--- src/rtl/e203_exu_brchslv_pipe.sv ---
// Commit-stage branch resolve: classifies BJP/fence.i/mret/dret, computes the redirect PC,
// optionally holds the IFU flush request until acknowledged, and counts branches/mispredicts.
module e203_exu_brchslv_pipe #(
  parameter int unsigned PC_W           = 32,
  parameter int unsigned XLEN           = 32,
  parameter int unsigned CNT_W          = 16,
  parameter bit          REG_FLUSH      = 1'b1,
  parameter bit          CANCEL_ON_EXCP = 1'b1
) (
  input  logic             clk,
  input  logic             rst_n,
  input  logic             cmt_i_valid,
  output logic             cmt_i_ready,
  input  logic             cmt_i_rv32,
  input  logic             cmt_i_bjp,
  input  logic             cmt_i_bjp_prdt,
  input  logic             cmt_i_bjp_rslv,
  input  logic             cmt_i_fencei,
  input  logic             cmt_i_mret,
  input  logic             cmt_i_dret,
  input  logic [PC_W-1:0]  cmt_i_pc,
  input  logic [XLEN-1:0]  cmt_i_imm,
  input  logic [PC_W-1:0]  csr_epc_r,
  input  logic [PC_W-1:0]  csr_dpc_r,
  input  logic             nonalu_excpirq_flush_req_raw,
  output logic             brchmis_flush_req,
  input  logic             brchmis_flush_ack,
  output logic [PC_W-1:0]  brchmis_flush_pc,
  output logic             cmt_mret_ena,
  output logic             cmt_dret_ena,
  output logic             cmt_fencei_ena,
  output logic             flush_cancel,
  input  logic             cnt_clr,
  output logic [CNT_W-1:0] bjp_cnt,
  output logic [CNT_W-1:0] brchmis_cnt
);

  typedef enum logic {IDLE = 1'b0, PEND = 1'b1} state_e;

  state_e            state_q, state_d;
  logic [PC_W-1:0]   flush_pc_q, flush_pc_d;
  logic              flush_cancel_q, flush_cancel_d;
  logic [CNT_W-1:0]  bjp_cnt_q, bjp_cnt_d;
  logic [CNT_W-1:0]  brchmis_cnt_q, brchmis_cnt_d;

  logic              mispred, need_flush, is_br, pend, nonalu, accept;
  logic [PC_W-1:0]   target;

  // Instruction classification and redirect target
  always_comb begin
    mispred    = cmt_i_bjp & (cmt_i_bjp_prdt ^ cmt_i_bjp_rslv);
    need_flush = mispred | cmt_i_fencei | cmt_i_mret | cmt_i_dret;
    is_br      = cmt_i_bjp | cmt_i_fencei | cmt_i_mret | cmt_i_dret;
    nonalu     = nonalu_excpirq_flush_req_raw;
    pend       = (state_q == PEND);
    if (cmt_i_dret)
      target = csr_dpc_r;
    else if (cmt_i_mret)
      target = csr_epc_r;
    else if (cmt_i_fencei | (cmt_i_bjp & cmt_i_bjp_prdt))
      target = cmt_i_pc + (cmt_i_rv32 ? PC_W'(4) : PC_W'(2));
    else
      target = cmt_i_pc + PC_W'(cmt_i_imm);
  end

  // Commit handshake and flush request
  always_comb begin
    if (pend)
      cmt_i_ready = 1'b0;
    else if (!is_br)
      cmt_i_ready = 1'b1;
    else if (!need_flush)
      cmt_i_ready = !nonalu;
    else
      cmt_i_ready = !nonalu & (REG_FLUSH | brchmis_flush_ack);
    accept = cmt_i_valid & cmt_i_ready;

    if (REG_FLUSH) begin
      brchmis_flush_req = pend & !nonalu;
      brchmis_flush_pc  = flush_pc_q;
    end else begin
      brchmis_flush_req = cmt_i_valid & need_flush & !nonalu & !pend;
      brchmis_flush_pc  = target;
    end
  end

  assign cmt_mret_ena   = accept & cmt_i_mret;
  assign cmt_dret_ena   = accept & cmt_i_dret;
  assign cmt_fencei_ena = accept & cmt_i_fencei;
  assign flush_cancel   = flush_cancel_q;
  assign bjp_cnt        = bjp_cnt_q;
  assign brchmis_cnt    = brchmis_cnt_q;

  // Next-state: pending flush and saturating performance counters
  always_comb begin
    state_d        = state_q;
    flush_pc_d     = flush_pc_q;
    flush_cancel_d = 1'b0;
    bjp_cnt_d      = bjp_cnt_q;
    brchmis_cnt_d  = brchmis_cnt_q;

    if (REG_FLUSH) begin
      case (state_q)
        IDLE: begin
          if (accept & need_flush) begin
            state_d    = PEND;
            flush_pc_d = target;
          end
        end
        PEND: begin
          if (nonalu & CANCEL_ON_EXCP) begin
            state_d        = IDLE;
            flush_cancel_d = 1'b1;
          end else if (brchmis_flush_req & brchmis_flush_ack) begin
            state_d = IDLE;
          end
        end
        default: state_d = IDLE;
      endcase
    end

    // Clear wins over a same-cycle increment
    if (cnt_clr) begin
      bjp_cnt_d     = '0;
      brchmis_cnt_d = '0;
    end else if (accept) begin
      if (cmt_i_bjp & ~&bjp_cnt_q)
        bjp_cnt_d = bjp_cnt_q + CNT_W'(1);
      if (mispred & ~&brchmis_cnt_q)
        brchmis_cnt_d = brchmis_cnt_q + CNT_W'(1);
    end
  end

  always_ff @(posedge clk or negedge rst_n) begin
    if (!rst_n) begin
      state_q        <= IDLE;
      flush_pc_q     <= '0;
      flush_cancel_q <= 1'b0;
      bjp_cnt_q      <= '0;
      brchmis_cnt_q  <= '0;
    end else begin
      state_q        <= state_d;
      flush_pc_q     <= flush_pc_d;
      flush_cancel_q <= flush_cancel_d;
      bjp_cnt_q      <= bjp_cnt_d;
      brchmis_cnt_q  <= brchmis_cnt_d;
    end
  end

endmodule

--- config.mk ---
export PLATFORM = sky130hd
export DESIGN_NAME = e203_exu_brchslv_pipe
export DESIGN_NICKNAME = d
export VERILOG_FILES = /design/src/rtl/e203_exu_brchslv_pipe.sv
export SDC_FILE = /design/constraint.sdc
export NUM_CORES = 1
export LEC_CHECK = 0
export ABC_AREA = 0
export CORE_UTILIZATION = 30
export CTS_CLUSTER_DIAMETER = 200
export DETAILED_ROUTE_END_ITERATION = 8
export DONT_BUFFER_PORTS = 1
export SETUP_SLACK_MARGIN = 0.3
export SLEW_MARGIN = 0
export SYNTH_ARGS = -nofsm -noshare
export SYNTH_HDL_FRONTEND = slang
export SYNTH_SLANG_ARGS = --single-unit
--- constraint.sdc ---
create_clock -name clk -period 2.95 [get_ports clk]
set_input_delay 0.4425 -clock clk [delete_from_list [all_inputs] [get_ports clk]]
set_output_delay 0.4425 -clock clk [all_outputs]
set_load 0.03 [all_outputs]
==> impl.org <==
** Yosys
- Post-synthesis cell type with the largest combined area :: dfrtp_1
- Cells after Synth :: 653
- Share of the synthesized area in the top cell type :: 30.4%
- Most used standard cells in the synthesized netlist :: nor2_1 (68), dfrtp_1 (66), nand2_1 (65), a21oi_1 (57), o21ai_0 (46)
- Post-synthesis net count :: 828
- Each instance of the synthesized netlist takes up on average 8.32 µm².
- In this run the cell area of the synthesized design comes to 0.00543 mm².
- After synthesis, flip-flops and latches occupy 30.4% of the total area.
- Number of warnings issued by yosys :: 0
- In the synthesized netlist the dominant register cell turns out to be dfrtp_1.
- Async SR Flop Fraction :: 100%
- The synthesized design contains 66 register bits.
- By area the synthesized netlist is led by dfrtp_1 (30%), ha_1 (7.6%), a21oi_1 (5.3%), nor2_1 (4.7%), xor2_1 (4.5%).
- Number of enable-type register cells in the synthesized netlist :: 0
- Unique cell type count in the Yosys netlist :: 77
- The most common cell in the synthesized netlist is nor2_1.

** STA
- Max-slew violation count :: 0
- Setup repair after global routing could not meet its margin everywhere.
- Maximum clock rate :: 0.363 GHz
- Tmin final :: 2.76 ns
- Headroom to the max-slew limit came out at 59.2%.
- The final-report hold violation count is 0.
- Transition time of the tightest slew-check pin :: 0.610 ns
- The worst path uses 93.5% of the clock period.
- Post-route clock skew :: 0.00786 ns
- Finish-stage setup viols :: 0

** CTS
- The cell sitting at the root of the clock tree is a clkbuf_16.
- Maximum buffer depth of the clock tree :: 2
- TritonCTS clock tree :: yes
- The H-tree was split into 3 levels.
- At the later pin of the worst-skew pair, clock insertion delay measures 0.34 ns.
- The number of clock buffers added by TritonCTS is 9.
- Clk slew on worst S/H paths :: 0.06 ns
- For this design, the sink count on the clock tree is 66.

** Setup path
- Kind of critical path :: in -> reg
- Required time of the critical path :: 3.16 ns
- Worst Path Arrival :: 2.97 ns
- The worst setup path is launched from an input pin.
- Across all register-to-register paths, the minimum setup slack is 0.68 ns.
- Endpoint kind of the worst setup timing path :: flop
- Along the worst path, the maximum fanout reaches 6.

** Placed design
- Weighted congestion at the end of routability-driven global placement :: 0.893
- Input/output buffers :: 0
- Detailed placement ended at an HPWL of 14500 µm.
- In this run the cell area measured after placement is 0.00623 mm².

** Drt
- After the first detailed-routing iteration, the DRC count stood at 269.
- Summed over all layers, the routed wires come to 18700 µm.
- The final route contains 5141 vias.
- Antenna violation net count after detailed routing :: 0
- DRC violations left :: 0
- In the final routed layout, each cell accounts on average for 19.5 µm.
- First-pass iteration count of the detailed router :: 4
- After detailed routing, the number of vias per cell comes to 5.36.

** Floorplanning
- The initial utilization of the core area, before any placement, comes to 31.1%.
- Measured along the x axis, the die boundary spans 137 µm.
- In this run the core area contains 48 standard-cell rows.
- The core region is 0.0175 mm².
- The floorplan step defined a die boundary enclosing 0.0186 mm².
- 211 I/O pins were placed.
- Die Y :: 137 µm

** GRT
- Overflow left after global routing :: 0
- Entering global routing, the biggest net connects 67 pins.
- Wire length of the first global-routing pass :: 26900 µm
- Initial antenna violation count :: 1
- For this run, the total global-route usage over all layers was measured as 19.3%.
- The number of global-route vias before repair is 4892.

** Hold path
- The worst hold path belongs to the class in -> reg.

** Finish
- Registers take 0.00165 mm².
- The filler cells instantiated in the layout total 1794.
- Once layout is complete, the utilization of the core stands at 39.7%.
- From synthesis to final layout, the design area changed by 27.9%.
- Ratio of cells with drive above 1 in the final layout :: 22.0%
- For this run, the post-layout net count is 902.
- In the final layout, the multi-input gates occupy 0.00391 mm².
- Final standard cell area without fillers :: 0.00695 mm²

** Power and ir drop
- IR analysis of the VDD net gives a maximum drop of 251 µV.
- The design draws 3.31 mW.
- P per Cell Area :: 476 mW/mm²
- Static leakage :: 2.99 nW

** Outcome
- The run finished with clean final reports.

** Run
- Max-cap violations in this run came to 0.
[flip-flops by register name (all words and copies together) (netlist names)]
register,cells
brchmis_flush_pc,32
bjp_cnt,16
brchmis_cnt,16
flush_cancel,1
pend,1
[worst paths after layout]
check	start	endpoint	cells past startpoint
setup / recovery	cmt_i_bjp	brchmis_flush_pc[21]	12
hold / removal	cnt_clr	bjp_cnt[8]	1
setup reg to reg	bjp_cnt[0]	bjp_cnt[13]	7
hold reg to reg	pend	flush_cancel	2
max in group asynchronous	rst_n	brchmis_flush_pc[6]	2
min in group asynchronous	rst_n	brchmis_cnt[15]	2
[cells by family after synthesis]
kind of cell,Yosys count,synth area share (%)
adders and majority gates,34,7.97
DFF,66,30.4
buffers and inverters,42,3.53
and+or+nand+nor,250,22.9
muxes,8,1.50
AOI/OAI and AO/OA,202,25.5
xor gates and xnor gates,51,8.23
[layer usage]
metal	part of all wire (%)	global-route usage [%]
met1	44	24.8
met2	46	30.5
met3	8.1	5.96
met4	2.3	6.67
met5	0	0
[worst max-delay path: stages]
cell and delay, ns:
a21oi_4 0.19, buf_12 0.17, mux2_4 0.33, ha_4 0.30, nand3_4 0.07, nor2_4 0.17
o2111ai_4 0.16, a211o_4 0.41, o21a_1 0.23, o21ai_1 0.17, xnor2_1 0.21, a21oi_1 0.11
[layout by cell type, fill, tap and decap left out, types with 15 or more instances in the layout]
| master | count |
|---|---|
| a21o_1 | 15 |
| nand2_1 | 65 |
| buf_4 | 83 |
| dfrtp_1 | 66 |
| ha_1 | 24 |
| xor2_1 | 28 |
| xnor2_1 | 22 |
| and2_1 | 34 |
| a21oi_1 | 49 |
| nor2_1 | 67 |
| o21ai_0 | 36 |
[timing repair]
| item | 4_1_cts | 5_1_grt |
|---|---|---|
| hold endpoints to repair | 66 | 0 |
| buffers inserted | 0 | 6 |
| endpoints found under the setup margin | 6 | 20 |
| pin swaps | 2 | 25 |
| cloned | 0 | 1 |
| gates resized for setup | 3 | 51 |
| hold buffers | 2 | 0 |
[metrics by stage]
stage | cells | TNS, ns | hold WS [ns] | setup slack [ns]
after floorplan | 653 | 0 | 0.147 | 0.167
after global placement | 932 | -0.311 | 0.148 | -0.126
after global routing | 958 | 0 | 0.146 | 0.143
final | 959 | 0 | 0.165 | 0.192
after detailed placement | 932 | -0.563 | 0.148 | -0.145
after CTS | 950 | 0 | 0.151 | 0.278
[report_power, final]
part | switching [mW] | total [mW] | internal (mW)
sequential | 0.323 | 1.33 | 1.01
combinational | 0.469 | 0.878 | 0.408
clock | 0.419 | 1.10 | 0.678
total | 1.21 | 3.31 | 2.10
[area by class of cell]
type / count / share of cell area [%]
Multi-Input combinational cell: 545 / 56.2
Clock inverter: 4 / 0.739
Clock buffer: 12 / 3.55
Inverter: 15 / 0.811
Sequential cell: 66 / 23.8
Timing Repair Buffer: 90 / 10.8
Antenna cell: 2 / 0.0721
Tap cell: 225 / 4.05
Note: power is estimated with default switching activity, not from simulation.
